--- config.mk ---
export PLATFORM = sky130hd
export DESIGN_NAME = isqrt_rr_scheduler
export DESIGN_NICKNAME = d
export VERILOG_FILES = /design/src/rtl/isqrt_sched_pkg.sv /design/src/rtl/isqrt.sv /design/src/rtl/rr_arbiter.sv /design/src/rtl/shift_register_with_valid.sv /design/src/rtl/isqrt_rr_scheduler.sv
export SDC_FILE = /design/constraint.sdc
export NUM_CORES = 1
export LEC_CHECK = 0
export ABC_CLOCK_PERIOD_IN_PS = 14900
export BUFFER_PORTS_ARGS = -buffer_cell sky130_fd_sc_hd__buf_2
export CORE_ASPECT_RATIO = 2
export CORE_UTILIZATION = 45
export DETAILED_ROUTE_END_ITERATION = 16
export PLACE_DENSITY_LB_ADDON = 0.15
export SYNTH_ARGS = -nofsm -noshare
export SYNTH_HDL_FRONTEND = slang
export SYNTH_SLANG_ARGS = --single-unit
--- constraint.sdc ---
create_clock -name clk -period 14.9 [get_ports clk]
set_input_delay 3.725 -clock clk [delete_from_list [all_inputs] [get_ports clk]]
set_output_delay 3.725 -clock clk [all_outputs]
set_load 0.05 [all_outputs]
--- src/rtl/isqrt_sched_pkg.sv ---
// Shared widths, pipeline state type and helpers for the isqrt scheduler.
package isqrt_sched_pkg;
  localparam int ISQRT_W     = 32;
  localparam int ISQRT_RES_W = 16;
  localparam int REM_W       = ISQRT_RES_W + 2;
  localparam int MAX_REQ     = 16;

  typedef struct packed {
    logic [ISQRT_W-1:0]     x;
    logic [REM_W-1:0]       rem;
    logic [ISQRT_RES_W-1:0] root;
  } isqrt_state_t;

  function automatic logic [MAX_REQ-1:0] onehot(input logic [31:0] id);
    return MAX_REQ'(1) << id;
  endfunction
endpackage

--- src/rtl/isqrt.sv ---
// Pipelined digit-by-digit integer square root; x_vld to y_vld latency is N_STAGES.
module isqrt
  import isqrt_sched_pkg::*;
#(
  parameter int N_STAGES = 4
) (
  input  logic                   clk,
  input  logic                   rst,
  input  logic                   x_vld,
  input  logic [ISQRT_W-1:0]     x,
  output logic                   y_vld,
  output logic [ISQRT_RES_W-1:0] y
);
  localparam int PER = (ISQRT_RES_W + N_STAGES - 1) / N_STAGES;

  function automatic isqrt_state_t sqrt_steps(input isqrt_state_t s, input int first);
    isqrt_state_t     r;
    logic [REM_W-1:0] rem_t;
    logic [REM_W-1:0] trial;
    r     = s;
    rem_t = '0;
    trial = '0;
    for (int j = 0; j < PER; j++) begin
      if (first + j < ISQRT_RES_W) begin
        rem_t = {r.rem[REM_W-3:0], r.x[ISQRT_W-1 -: 2]};
        trial = {r.root, 2'b01};
        r.x   = r.x << 2;
        if (rem_t >= trial) begin
          r.rem  = rem_t - trial;
          r.root = {r.root[ISQRT_RES_W-2:0], 1'b1};
        end else begin
          r.rem  = rem_t;
          r.root = {r.root[ISQRT_RES_W-2:0], 1'b0};
        end
      end
    end
    return r;
  endfunction

  function automatic logic [ISQRT_RES_W-1:0] sqrt_root(input isqrt_state_t s, input int first);
    isqrt_state_t r;
    r = sqrt_steps(s, first);
    return r.root;
  endfunction

  logic [N_STAGES-1:0] vld_reg;
  isqrt_state_t        st_reg [N_STAGES];

  // Each register holds the state entering its iteration group; the last group feeds y directly.
  for (genvar gi = 0; gi < N_STAGES; gi++) begin : g_stage
    logic         src_vld;
    isqrt_state_t src_st;
    if (gi == 0) begin : g_in
      assign src_vld = x_vld;
      assign src_st  = {x, {REM_W{1'b0}}, {ISQRT_RES_W{1'b0}}};
    end else begin : g_mid
      assign src_vld = vld_reg[gi-1];
      assign src_st  = sqrt_steps(st_reg[gi-1], (gi - 1) * PER);
    end

    always_ff @(posedge clk or posedge rst) begin
      if (rst) vld_reg[gi] <= 1'b0;
      else     vld_reg[gi] <= src_vld;
    end

    always_ff @(posedge clk) begin
      if (src_vld) st_reg[gi] <= src_st;
    end
  end

  assign y_vld = vld_reg[N_STAGES-1];
  assign y     = sqrt_root(st_reg[N_STAGES-1], (N_STAGES - 1) * PER);
endmodule

--- src/rtl/rr_arbiter.sv ---
// Combinational round-robin arbiter: first eligible requester at or after ptr wins.
module rr_arbiter #(
  parameter int N_REQ = 4,
  parameter int ID_W  = $clog2(N_REQ)
) (
  input  logic [N_REQ-1:0] eligible,
  input  logic [ID_W-1:0]  ptr,
  output logic [N_REQ-1:0] grant,
  output logic [ID_W-1:0]  grant_idx
);
  // Scan from the farthest candidate back towards ptr so the nearest eligible one wins.
  always_comb begin
    logic [ID_W:0] cand;
    grant     = '0;
    grant_idx = '0;
    cand      = '0;
    for (int k = N_REQ - 1; k >= 0; k--) begin
      cand = {1'b0, ptr} + (ID_W+1)'(k);
      if (cand >= (ID_W+1)'(N_REQ)) cand = cand - (ID_W+1)'(N_REQ);
      if (eligible[cand[ID_W-1:0]]) begin
        grant                 = '0;
        grant[cand[ID_W-1:0]] = 1'b1;
        grant_idx             = cand[ID_W-1:0];
      end
    end
  end
endmodule

--- src/rtl/shift_register_with_valid.sv ---
// Valid-qualified delay line; payload registers only load when their input is valid.
module shift_register_with_valid #(
  parameter int W     = 8,
  parameter int DEPTH = 4
) (
  input  logic         clk,
  input  logic         rst_n,
  input  logic         in_vld,
  input  logic [W-1:0] in_data,
  output logic         out_vld,
  output logic [W-1:0] out_data
);
  logic [DEPTH-1:0] vld_reg;
  logic [W-1:0]     data_reg [DEPTH];

  for (genvar gi = 0; gi < DEPTH; gi++) begin : g_stage
    logic         src_vld;
    logic [W-1:0] src_data;
    if (gi == 0) begin : g_in
      assign src_vld  = in_vld;
      assign src_data = in_data;
    end else begin : g_mid
      assign src_vld  = vld_reg[gi-1];
      assign src_data = data_reg[gi-1];
    end

    always_ff @(posedge clk or negedge rst_n) begin
      if (!rst_n) vld_reg[gi] <= 1'b0;
      else        vld_reg[gi] <= src_vld;
    end

    always_ff @(posedge clk) begin
      if (src_vld) data_reg[gi] <= src_data;
    end
  end

  assign out_vld  = vld_reg[DEPTH-1];
  assign out_data = data_reg[DEPTH-1];
endmodule

--- src/rtl/isqrt_rr_scheduler.sv ---
// Shares one pipelined isqrt among N_REQ requesters with round-robin issue and tagged return.
module isqrt_rr_scheduler
  import isqrt_sched_pkg::*;
#(
  parameter int N_REQ         = 4,
  parameter int N_PIPE_STAGES = 4,
  parameter int MAX_OUT       = 3,
  parameter int ID_W          = $clog2(N_REQ)
) (
  input  logic                     clk,
  input  logic                     rst,
  input  logic [N_REQ-1:0]         req_vld,
  input  logic [N_REQ*ISQRT_W-1:0] req_x,
  output logic [N_REQ-1:0]         req_rdy,
  output logic [N_REQ-1:0]         rsp_vld,
  output logic [ISQRT_RES_W-1:0]   rsp_y,
  output logic [ID_W-1:0]          rsp_id,
  output logic                     busy
);
  localparam int CNT_W = $clog2(MAX_OUT + 1);

  logic [ID_W-1:0]        ptr_reg;
  logic [CNT_W-1:0]       cnt_reg [N_REQ];
  logic [N_REQ-1:0]       eligible, grant, dec, cnt_nz;
  logic [ID_W-1:0]        grant_idx;
  logic                   accept;
  logic [ISQRT_W-1:0]     req_x_arr [N_REQ];
  logic [ISQRT_W-1:0]     x_q;
  logic [ID_W-1:0]        id_q, tag_id;
  logic                   vld_q, tag_vld, y_vld, isqrt_rst;
  logic [ISQRT_RES_W-1:0] y;

  for (genvar gi = 0; gi < N_REQ; gi++) begin : g_req
    logic inc;
    assign req_x_arr[gi] = req_x[gi*ISQRT_W +: ISQRT_W];
    assign eligible[gi]  = req_vld[gi] && (cnt_reg[gi] < CNT_W'(MAX_OUT));
    assign inc           = accept && grant[gi];
    assign cnt_nz[gi]    = (cnt_reg[gi] != '0);

    always_ff @(posedge clk or negedge rst) begin
      if (!rst)                   cnt_reg[gi] <= '0;
      else if (inc && !dec[gi])   cnt_reg[gi] <= cnt_reg[gi] + CNT_W'(1);
      else if (dec[gi] && !inc)   cnt_reg[gi] <= cnt_reg[gi] - CNT_W'(1);
    end

    a_cnt_max: assert property (@(posedge clk) disable iff (!rst)
      (inc && !dec[gi]) |-> (cnt_reg[gi] < CNT_W'(MAX_OUT)));
    a_cnt_min: assert property (@(posedge clk) disable iff (!rst)
      (dec[gi] && !inc) |-> (cnt_reg[gi] != '0));
  end

  rr_arbiter #(.N_REQ(N_REQ), .ID_W(ID_W)) u_arb (
    .eligible  (eligible),
    .ptr       (ptr_reg),
    .grant     (grant),
    .grant_idx (grant_idx)
  );

  // Grants are masked while reset is held so nothing looks accepted during reset.
  assign req_rdy = grant & {N_REQ{rst}};
  assign accept  = |req_rdy;
  assign busy    = |cnt_nz;

  always_ff @(posedge clk or negedge rst) begin
    if (!rst) begin
      ptr_reg <= '0;
      vld_q   <= 1'b0;
      id_q    <= '0;
      x_q     <= '0;
    end else begin
      vld_q <= accept;
      if (accept) begin
        ptr_reg <= (grant_idx == ID_W'(N_REQ - 1)) ? '0 : grant_idx + ID_W'(1);
        id_q    <= grant_idx;
        x_q     <= req_x_arr[grant_idx];
      end
    end
  end

  assign isqrt_rst = ~rst;

  isqrt #(.N_STAGES(N_PIPE_STAGES)) u_isqrt (
    .clk   (clk),
    .rst   (isqrt_rst),
    .x_vld (vld_q),
    .x     (x_q),
    .y_vld (y_vld),
    .y     (y)
  );

  shift_register_with_valid #(.W(ID_W), .DEPTH(N_PIPE_STAGES)) u_tag (
    .clk      (clk),
    .rst_n    (rst),
    .in_vld   (vld_q),
    .in_data  (id_q),
    .out_vld  (tag_vld),
    .out_data (tag_id)
  );

  a_tag_match: assert property (@(posedge clk) disable iff (!rst) y_vld == tag_vld);

  assign dec = y_vld ? N_REQ'(onehot(32'(tag_id))) : '0;

  always_ff @(posedge clk or negedge rst) begin
    if (!rst) begin
      rsp_vld <= '0;
      rsp_y   <= '0;
      rsp_id  <= '0;
    end else begin
      rsp_vld <= dec;
      if (y_vld) begin
        rsp_y  <= y;
        rsp_id <= tag_id;
      end
    end
  end
endmodule

# Word level (Yosys, flattened, before mapping)
# Memories as Yosys holds them, arrays and structs flattened.
# Index checks and enable logic that the tools add are counted.
[totals] reg_bits=71 mem_bits_rw=272 input_bits=134 mem_count=2
[memory_table] name="u_isqrt.st_reg" depth=4 width=66 read_ports=4 rd_ports_with_merged_regs=0 write_ports=4 line_no="isqrt.sv:47" text="isqrt_state_t st_reg [N_STAGES];"
[memory_table] name="u_tag.data_reg" depth=4 width=2 read_ports=4 rd_ports_with_merged_regs=0 write_ports=4 line_no="shift_register_with_valid.sv:14" text="logic [W-1:0] data_reg [DEPTH];"
[op_classes] n_addsub=31 n_lt_le_gt_ge=33 eq_ne=1 shifts=1 n_mux=65 bitwise_logic=2 n_reduce_logical=38
[op_table] op="32-bit 2-to-1 mux" n=14
[op_table] op="18-bit >= comparator" n=16
[op_table] op="16-bit subtractor" n=12
[op_table] op="34-bit 2-to-1 mux" n=3
[op_table] op="32-bit binary-select mux with 2-bit select" n=1
[op_table] op="18-bit subtractor" n=3
[op_table] op="2-bit 2-to-1 mux" n=17
[op_table] op="1-bit logical AND" n=20
[op_table] op="4-bit 2-to-1 mux" n=5
[op_table] op="1-bit 2-to-1 mux" n=17
[op_table] op="2-bit nonzero test" n=8
[op_table] op="2-bit by 1-bit subtractor with 2-bit output, second input constant" n=8
[op_table] op="3-bit >= comparator, second input constant" n=4
[op_table] op="2-bit by 3-bit less-than comparator with 1-bit output, second input constant" n=4
[op_table] op="2-bit by 1-bit adder with 2-bit output, second input constant" n=5
[op_table] op="1-bit binary-select mux with 2-bit select" n=4
[op_table] op="1-bit demux with 2-bit select" n=4
[op_table] op="2-bit by 1-bit >= comparator with 1-bit output, second input constant" n=4
[op_table] op="1-bit zero test" n=8
[op_table] op="2-bit less-than comparator, second input constant" n=4
[op_table] op="4-bit OR reduction" n=2
[op_table] op="2-bit by 2-bit adder with 3-bit output, second input constant" n=2
[op_table] op="4-bit AND" n=1
[op_table] op="1-bit by 2-bit << shifter with 4-bit output, first input constant" n=1
[op_table] op="4 further kinds" n=4

# Longest topological paths before layout
# Gate-level depths: netlist (run 1).
[logic_depth] depth_word=18 mapped_depth=47 mapped_depth_nobuf=43

# Cells and area by module
# From an unflattened synthesis (run 1), not the netlist that was laid out.
[hier_totals] hier_cells=1933 hier_area_um2=18989.5
[modules_own_cells] mod="isqrt" instances=1 cells_per_inst=1639 area_per_inst_um2=14609.0 seq_area_each_um2=4664.5
[modules_own_cells] mod="isqrt_rr_scheduler" instances=1 cells_per_inst=216 area_per_inst_um2=3454.6 seq_area_each_um2=1676.6
[modules_own_cells] mod="rr_arbiter" instances=1 cells_per_inst=66 area_per_inst_um2=585.6 seq_area_each_um2=0.0
[modules_own_cells] mod="shift_register_with_valid" instances=1 cells_per_inst=12 area_per_inst_um2=340.3 seq_area_each_um2=340.3

# Worst setup path after synthesis (run 1)
# OpenSTA, ideal clock, no wires.
[synth_timing] kind="input -> output" start="input req_vld[3]" end="output req_rdy[0]" arrival_ps=5859 slack_ps=5316 path_stages=8 n_path_buf=0 path_cell_list="and3_1 a31oi_1 mux2i_1 a211oi_1 a22oi_1 a211oi_1 a21oi_1 nor2b_1"
[synth_via] elab_chain_cells=8 word_cells_on_any_way=14 cone_classes="mux (12); bitwise (1); reduce/logical (1)"
[synth_lines] element="start, declared" line_no="isqrt_rr_scheduler.sv:12" text="input logic [N_REQ-1:0] req_vld,"
[synth_lines] element="1-bit logical AND (*)" line_no="isqrt_rr_scheduler.sv:36" text="assign eligible[gi] = req_vld[gi] && (cnt_reg[gi] < CNT_W'(MAX_OUT));"
[synth_lines] element="1-bit binary-select mux with 2-bit select" line_no="rr_arbiter.sv:20" text="if (eligible[cand[ID_W-1:0]]) begin"
[synth_lines] element="1-bit 2-to-1 mux (implied by the code)" line_no="rr_arbiter.sv:20"
[synth_lines] element="4-bit 2-to-1 mux (3 in a row)" line_no="rr_arbiter.sv:20"
[synth_lines] element="4-bit 2-to-1 mux (*)" line_no="rr_arbiter.sv:20"
[synth_lines] element="4-bit AND (*)" line_no="isqrt_rr_scheduler.sv:60" text="assign req_rdy = grant & {N_REQ{rst}};"
[synth_lines] element="end, declared" line_no="isqrt_rr_scheduler.sv:14" text="output logic [N_REQ-1:0] req_rdy,"
# Every way passes the cells marked *; elsewhere a longest branch is shown, timed or not. The select of a mux whose other input is x is not followed.

==> results of run 1 <==
==> area by class of cell <==
type	count	area, µm²
fill	3887	20300
clock inverter	16	206
multi-input combinational	1613	11500
timing repair buffer	167	856
inverter	156	587
sequential	231	6580
tap	535	669
clock buffer	24	558
==> through the flow <==
stage / std cells / worst slack [ps] / utilization [%] / total power, mW / instance area, µm²
2_1_floorplan: 2058 / 5320 / - / 0.703 / 18900
3_3_place_gp: 2702 / 3740 / 49.0 / 0.726 / 20200
3_5_place_dp: 2702 / 3670 / 49.0 / 0.726 / 20200
4_1_cts: 2742 / 3600 / 50.9 / 1.33 / 21000
5_1_grt: 2742 / 2710 / 50.9 / 1.35 / 21000
6_report: 2742 / 3520 / 50.9 / 1.31 / 21000
==> routing by layer <==
layer  GRT usage (%)  vias to the layer above
met5               0                        -
met4            19.1                        0
met3            2.53                      200
met2            53.7                      526
met1            22.5                     7548
li1                -                     7847
==> path summary, 6_finish.rpt <==
| check | cells after the start | slack (ps) | from | to |
|---|---|---|---|---|
| worst max-delay path | 32 | 3520 | u_isqrt.st_reg[3][2] | rsp_y[0] |
| worst min-delay path | 0 | 400 | u_isqrt.st_reg[0][40] | u_isqrt.st_reg[1][48] |
| worst max register to register | 32 | 3520 | u_isqrt.st_reg[3][2] | rsp_y[0] |
| worst min register to register | 0 | 400 | u_isqrt.st_reg[0][40] | u_isqrt.st_reg[1][48] |
| max in group asynchronous | 2 | 10720 | rst | u_tag.g_stage[1].src_vld |
| min in group asynchronous | 1 | 3080 | rst | cnt_reg[7] |
==> placed cells by master (no fill, tap or decap), types with 12 or more instances in the layout <==
cell,synthesis,final
a211oi_1,22,22
a21o_1,65,65
o31ai_1,18,18
a31oi_1,29,29
xor2_1,50,50
nand4_1,28,28
o21ai_0,121,121
mux2_2,64,64
nor2b_1,25,25
nor4_1,17,17
o21a_1,20,20
ha_1,159,159
nand2b_1,20,20
edfxtp_1,160,160
buf_2,4,159
xnor2_1,104,104
nor2_1,146,146
nand2_1,171,171
or3_1,16,16
dfrtp_1,71,69
a21oi_1,144,143
clkbuf_16,0,22
mux2i_1,53,53
o211ai_1,45,45
o21bai_1,13,13
o21ai_1,13,12
inv_1,147,147
nor3_1,40,40
nand3_1,34,34
and3_1,13,13
==> kinds of logic (layout without fill, tap and decap cells) <==
| family | count (synthesis) | in the layout | synth area share, % |
|---|---|---|---|
| flip-flops | 231 | 231 | 34.8 |
| XOR/XNOR | 154 | 154 | 7.13 |
| other | 1 | 2 | 0.0198 |
| adder cells (fa/ha/maj) | 159 | 159 | 10.5 |
| buffers and inverters | 214 | 363 | 4.48 |
| multiplexers | 122 | 122 | 6.92 |
| AND/OR/NAND/NOR | 594 | 594 | 16.0 |
| AO/OA/AOI/OAI | 582 | 582 | 20.1 |
==> report_power, final <==
| group | switching [mW] | leakage [nW] | internal (mW) |
|---|---|---|---|
| combinational | 0.0138 | 6.63 | 0.0187 |
| sequential | 0 | 2.40 | 0.680 |
| clock | 0.254 | 0.373 | 0.345 |
| total | 0.268 | 9.41 | 1.04 |
==> impl_metrics.toml, run 1 <==
[floorplan]
die_y_um = 292
die_area_um2 = 42900
core_area_um2 = 41300
rows = 105
die_w_um = 147
start_util_pct = 45.8
pin_count = 161

[sta]
relSlewSlack_pct = 19.2
fin_hold_ws_ps = 395
period_minus_slack_ps = 11380
setup_viol = 0
grt_setup_unrepaired = "false"
tns_ps = 0
slew_violations = 0
worst_slew_pin_slew_ps = 1210
finClkSkew_ps = 26.7
hold_viol = 0
fmax_mhz = 87.8
post-route-period-util_pct = 76.4

[synth]
synth.most_common_cell = "nand2_1"
ys_ff_latch = 231
synth.distinct_cells = 101
synthCells = 2057
yosysTopAreaCell = "edfxtp_1"
synth.avg_cell_area_um2 = 9.19
synthArstFlopShare_pct = 30.7
synth_area_leaders = "edfxtp_1 (25%), ha_1 (11%), dfrtp_1 (9.4%)"
synthFlopType = "edfxtp_1"
synth_top_cell_area_share_pct = 25.4
netlist_top_cells_count = "nand2_1 (171), edfxtp_1 (160), ha_1 (159)"
syn_area_um2 = 18900
synth_edf_count = 160
ys_warn_count = 0
ys_seq_area_share_pct = 34.8

[pwr]
powerDensity_nw_per_um2 = 62.5
cellLeakagePower_nw = 9.41
peakVddDrop_mv = 0.0865

[setup_path]
critPathLaunchType = "flop"
cpMostUsedCell = "a21o_1"
crit_type = "reg2reg"
crit_path_top_delay_cell = "a311oi_4"
cp_top_family = "compound AO/OA/AOI/OAI gates"
arrival_ps = 11770
cp_num_buf_inv = 2
endpoint_kind = "flop"
critPathMaxStageDelay_ps = 1030
critPathRequiredTime_ps = 15280
worstPathMaxFanout = 29

[routing]
first_pass_iters = 7
vias = 16121
drc_errors = 0
routed_wl_um = 56600
via_per_inst = 5.88
ant_nets = 0
wl_met1_um = 18000
drt_iter0_markers = 723
top_layer = "met4"
dr_wl_met2_um = 32400
post_drt_wl_per_cell_um = 20.6
dr_wl_met3_um = 1710

[grt]
antenna_found_initial = 0
grt_remaining_overflow = 0
grt_pass1_vias = 16442
grt_pass1_wl_um = 86700
grt_max_degree = 73
track_usage_pct = 26.2

[final_layout]
syn2layout_area_growth_pct = 11.0
largest_reg_flops = 152
insertedDiodeCount = 0
drive_gt1_share_pct = 15.0
nNetsFinal = 2484

[clock_tree]
clock-sinks = 231
clockBufferDepth = 3
cts_resized = 0
cts_setup_buffers = 0
clkLatencyLatePin_ps = 540
ctsHtreeMaxLevel = 1
cts_tree = "built"
cts_buffers = 22
clkSlewWorstSetupHoldPaths_ps = 70
hold_buffers = 0
clockRootBuffer = "clkbuf_16"

[placed_design]
port_buffers = 160
routabilityCongestion = 0.985
dp_hpwl_um = 46200

[worst_hold_path]
hold_path_class = "reg2reg"

[flow_run]
drv_cap = 0

[run_status]
outcome = "complete, no violations"
Note: power is estimated with default switching activity, not from simulation.
==> inputs of run 2 (changes only) <==
- ABC_AREA: not set -> 1
- ABC_CLOCK_PERIOD_IN_PS: 14900 -> 10600
- clock period: 14.9 -> 10.6 ns (I/O delays scaled with it)
==> run 2 against run 1 <==
Combinational power increased by 34%. Die area increased by 4.4%. Maximum frequency increased by 20%. Sequential share of layout area decreased by 1.3 points. Area after synthesis increased by 4.4%. Critical path type unchanged. Critical endpoint unchanged.
==> impl_metrics.toml, run 2 <==
[run_status]
outcome = "complete, no violations"

[floorplan]
start_util_pct = 45.5
die_area_um2 = 44800
core_area_um2 = 43400
die_y_um = 298
rows = 108
die_w_um = 150
pin_count = 161

[placed_design]
port_buffers = 160
routabilityCongestion = 1.01
placed_cell_area_um2 = 21100
dp_hpwl_um = 54700

[sta]
grt_setup_unrepaired = "false"
post-route-period-util_pct = 89.2
worst_slew_pin_slew_ps = 1160
finClkSkew_ps = 17.6
slew_violations = 0
setup_viol = 0
period_minus_slack_ps = 9450
relSlewSlack_pct = 22.2
fmax_mhz = 106
tns_ps = 0
hold_viol = 0

[final_layout]
syn2layout_area_growth_pct = 10.8
fillers = 4384
nNetsFinal = 3193
drive_gt1_share_pct = 10.9
final_core_util_pct = 50.4
seq_area_um2 = 6580
multi_input_area_um2 = 11700
final_common_cell = "nand2_1"
largest_reg_flops = 152
final_area_um2 = 21900
final_cell_mix = "nand2_1 (788), inv_1 (297), nor2_1 (275), o21ai_0 (232), edfxtp_1 (160)"

[setup_path]
crit_path_end = "rsp_y[0]"
critPathLaunchType = "flop"
critPathMaxStageDelay_ps = 700
crit_cells = 43
r2r_start = "u_isqrt.st_reg[3][9]"
timing.rr.end = "rsp_y[0]"
crit_start = "u_isqrt.st_reg[3][9]"
reg2regPathDepth = 43
cpMostUsedCell = "nand2_1"
critPathRequiredTime_ps = 11030
endpoint_kind = "flop"
arrival_ps = 9890
worstPathMaxFanout = 27
crit_path_top_delay_cell = "inv_1"
cp_num_buf_inv = 5
crit_type = "reg2reg"
ff2ff_setup_slack_ps = 1150
cp_top_family = "simple AND/OR/NAND/NOR gates"

[worst_hold_path]
hold_path_class = "reg2reg"

[clock_tree]
clockBufferDepth = 3
cts_resized = 0
clock-sinks = 231
cts_setup_buffers = 0
clkSlewWorstSetupHoldPaths_ps = 80
clkLatencyLatePin_ps = 550
cts_tree = "built"
clockRootBuffer = "clkbuf_16"
cts_buffers = 23
hold_buffers = 0
ctsHtreeMaxLevel = 1

[synth]
synthCells = 2759
ys_ff_latch = 231
ys_warn_count = 0
synth.most_common_cell = "nand2_1"
synthFlopType = "edfxtp_1"
synthArstFlopShare_pct = 30.7
synth.avg_cell_area_um2 = 7.16
syn_area_um2 = 19700
netlist_top_cells_count = "nand2_1 (789), inv_1 (298), nor2_1 (275)"
ys_seq_area_share_pct = 33.3
synth_top_cell_area_share_pct = 24.3
synth.distinct_cells = 59
synth_area_leaders = "edfxtp_1 (24%), nand2_1 (15%), ha_1 (10%)"
synth_edf_count = 160
yosysTopAreaCell = "edfxtp_1"

[routing]
ant_nets = 0
drc_errors = 0
routed_wl_um = 66400
post_drt_wl_per_cell_um = 19.1
first_pass_iters = 6
vias = 19182
drt_iter0_markers = 834
via_per_inst = 5.52

[pwr]
powerDensity_nw_per_um2 = 85.8
peakVddDrop_mv = 0.120
cellLeakagePower_nw = 10.6

[grt]
grt_max_degree = 66
grt_pass1_vias = 19266
track_usage_pct = 29.7
antenna_found_initial = 8
grt_remaining_overflow = 0
grt_pass1_wl_um = 101000

[flow_run]
drv_cap = 0
==> run 2: power breakdown <==
group	total, mW	switching (mW)	internal (mW)
Clock	0.877	0.376	0.502
Combinational	0.0435	0.0208	0.0226
Sequential	0.956	0	0.956
Total	1.88	0.396	1.48
==> run 2: layer usage <==
layer,wire length (µm),GRT usage [%],up-vias,part of all wire (%)
met5,13,0,-,0.020
li1,-,-,9509,-
met1,20700,25.3,8890,31
met3,2230,3.32,238,3.4
met2,37800,59.8,543,57
met4,5560,23.1,2,8.4
==> run 2: how the worst min path moves through the flow <==
stage          cells after the start                   from                     to
5_1_grt                            0  u_isqrt.st_reg[1][53]  u_isqrt.st_reg[2][61]
2_1_floorplan                      0  u_isqrt.st_reg[0][34]  u_isqrt.st_reg[1][42]
3_5_place_dp                       0  u_isqrt.st_reg[0][45]  u_isqrt.st_reg[1][53]
3_3_place_gp                       0   u_tag.data_reg[2][1]   u_tag.data_reg[3][1]
4_1_cts                            0  u_isqrt.st_reg[1][57]  u_isqrt.st_reg[2][65]
6_report                           0  u_isqrt.st_reg[0][42]  u_isqrt.st_reg[1][50]
==> run 2: stage by stage <==
stage / std cells / setup WS (ps) / hold WS, ps / total power [mW]
2_1_floorplan: 2760 / 3370 / 400 / 0.985
3_3_place_gp: 3425 / 1280 / 401 / 1.02
3_5_place_dp: 3425 / 1180 / 405 / 1.02
4_1_cts: 3467 / 1130 / 402 / 1.90
5_1_grt: 3474 / 95.7 / 411 / 1.94
6_report: 3474 / 1150 / 401 / 1.88
==> run 2: worst reg2reg max path: cells and delay by family, from the launching register on <==
kind / cells / cell delay [ps]
and+or+nand+nor: 25 / 3280
AOI/OAI and AO/OA: 9 / 2250
buffers and inverters: 5 / 1880
adders and majority gates: 4 / 1500
DFF: 1 / 430
==> run 2: cell type report <==
cell class / instances / area share [%]
Sequential cell: 231 / 30.1
Clock buffer: 28 / 2.85
Inverter: 318 / 5.46
Multi-Input combinational cell: 2154 / 53.5
Tap cell: 550 / 3.15
Clock inverter: 14 / 0.829
Timing Repair Buffer: 172 / 4.08
Antenna cell: 7 / 0.0801
==> run 2: logic make-up after synthesis <==
| group | after synthesis | synth area share, % |
|---|---|---|
| simple gates | 1414 | 31.2 |
| compound gates | 466 | 12.8 |
| buf+inv | 375 | 7.50 |
| flops | 231 | 33.3 |
| fa+ha+maj | 159 | 10.1 |
| xor+xnor | 111 | 4.92 |
| mux | 2 | 0.108 |
| other cells | 1 | 0.0190 |
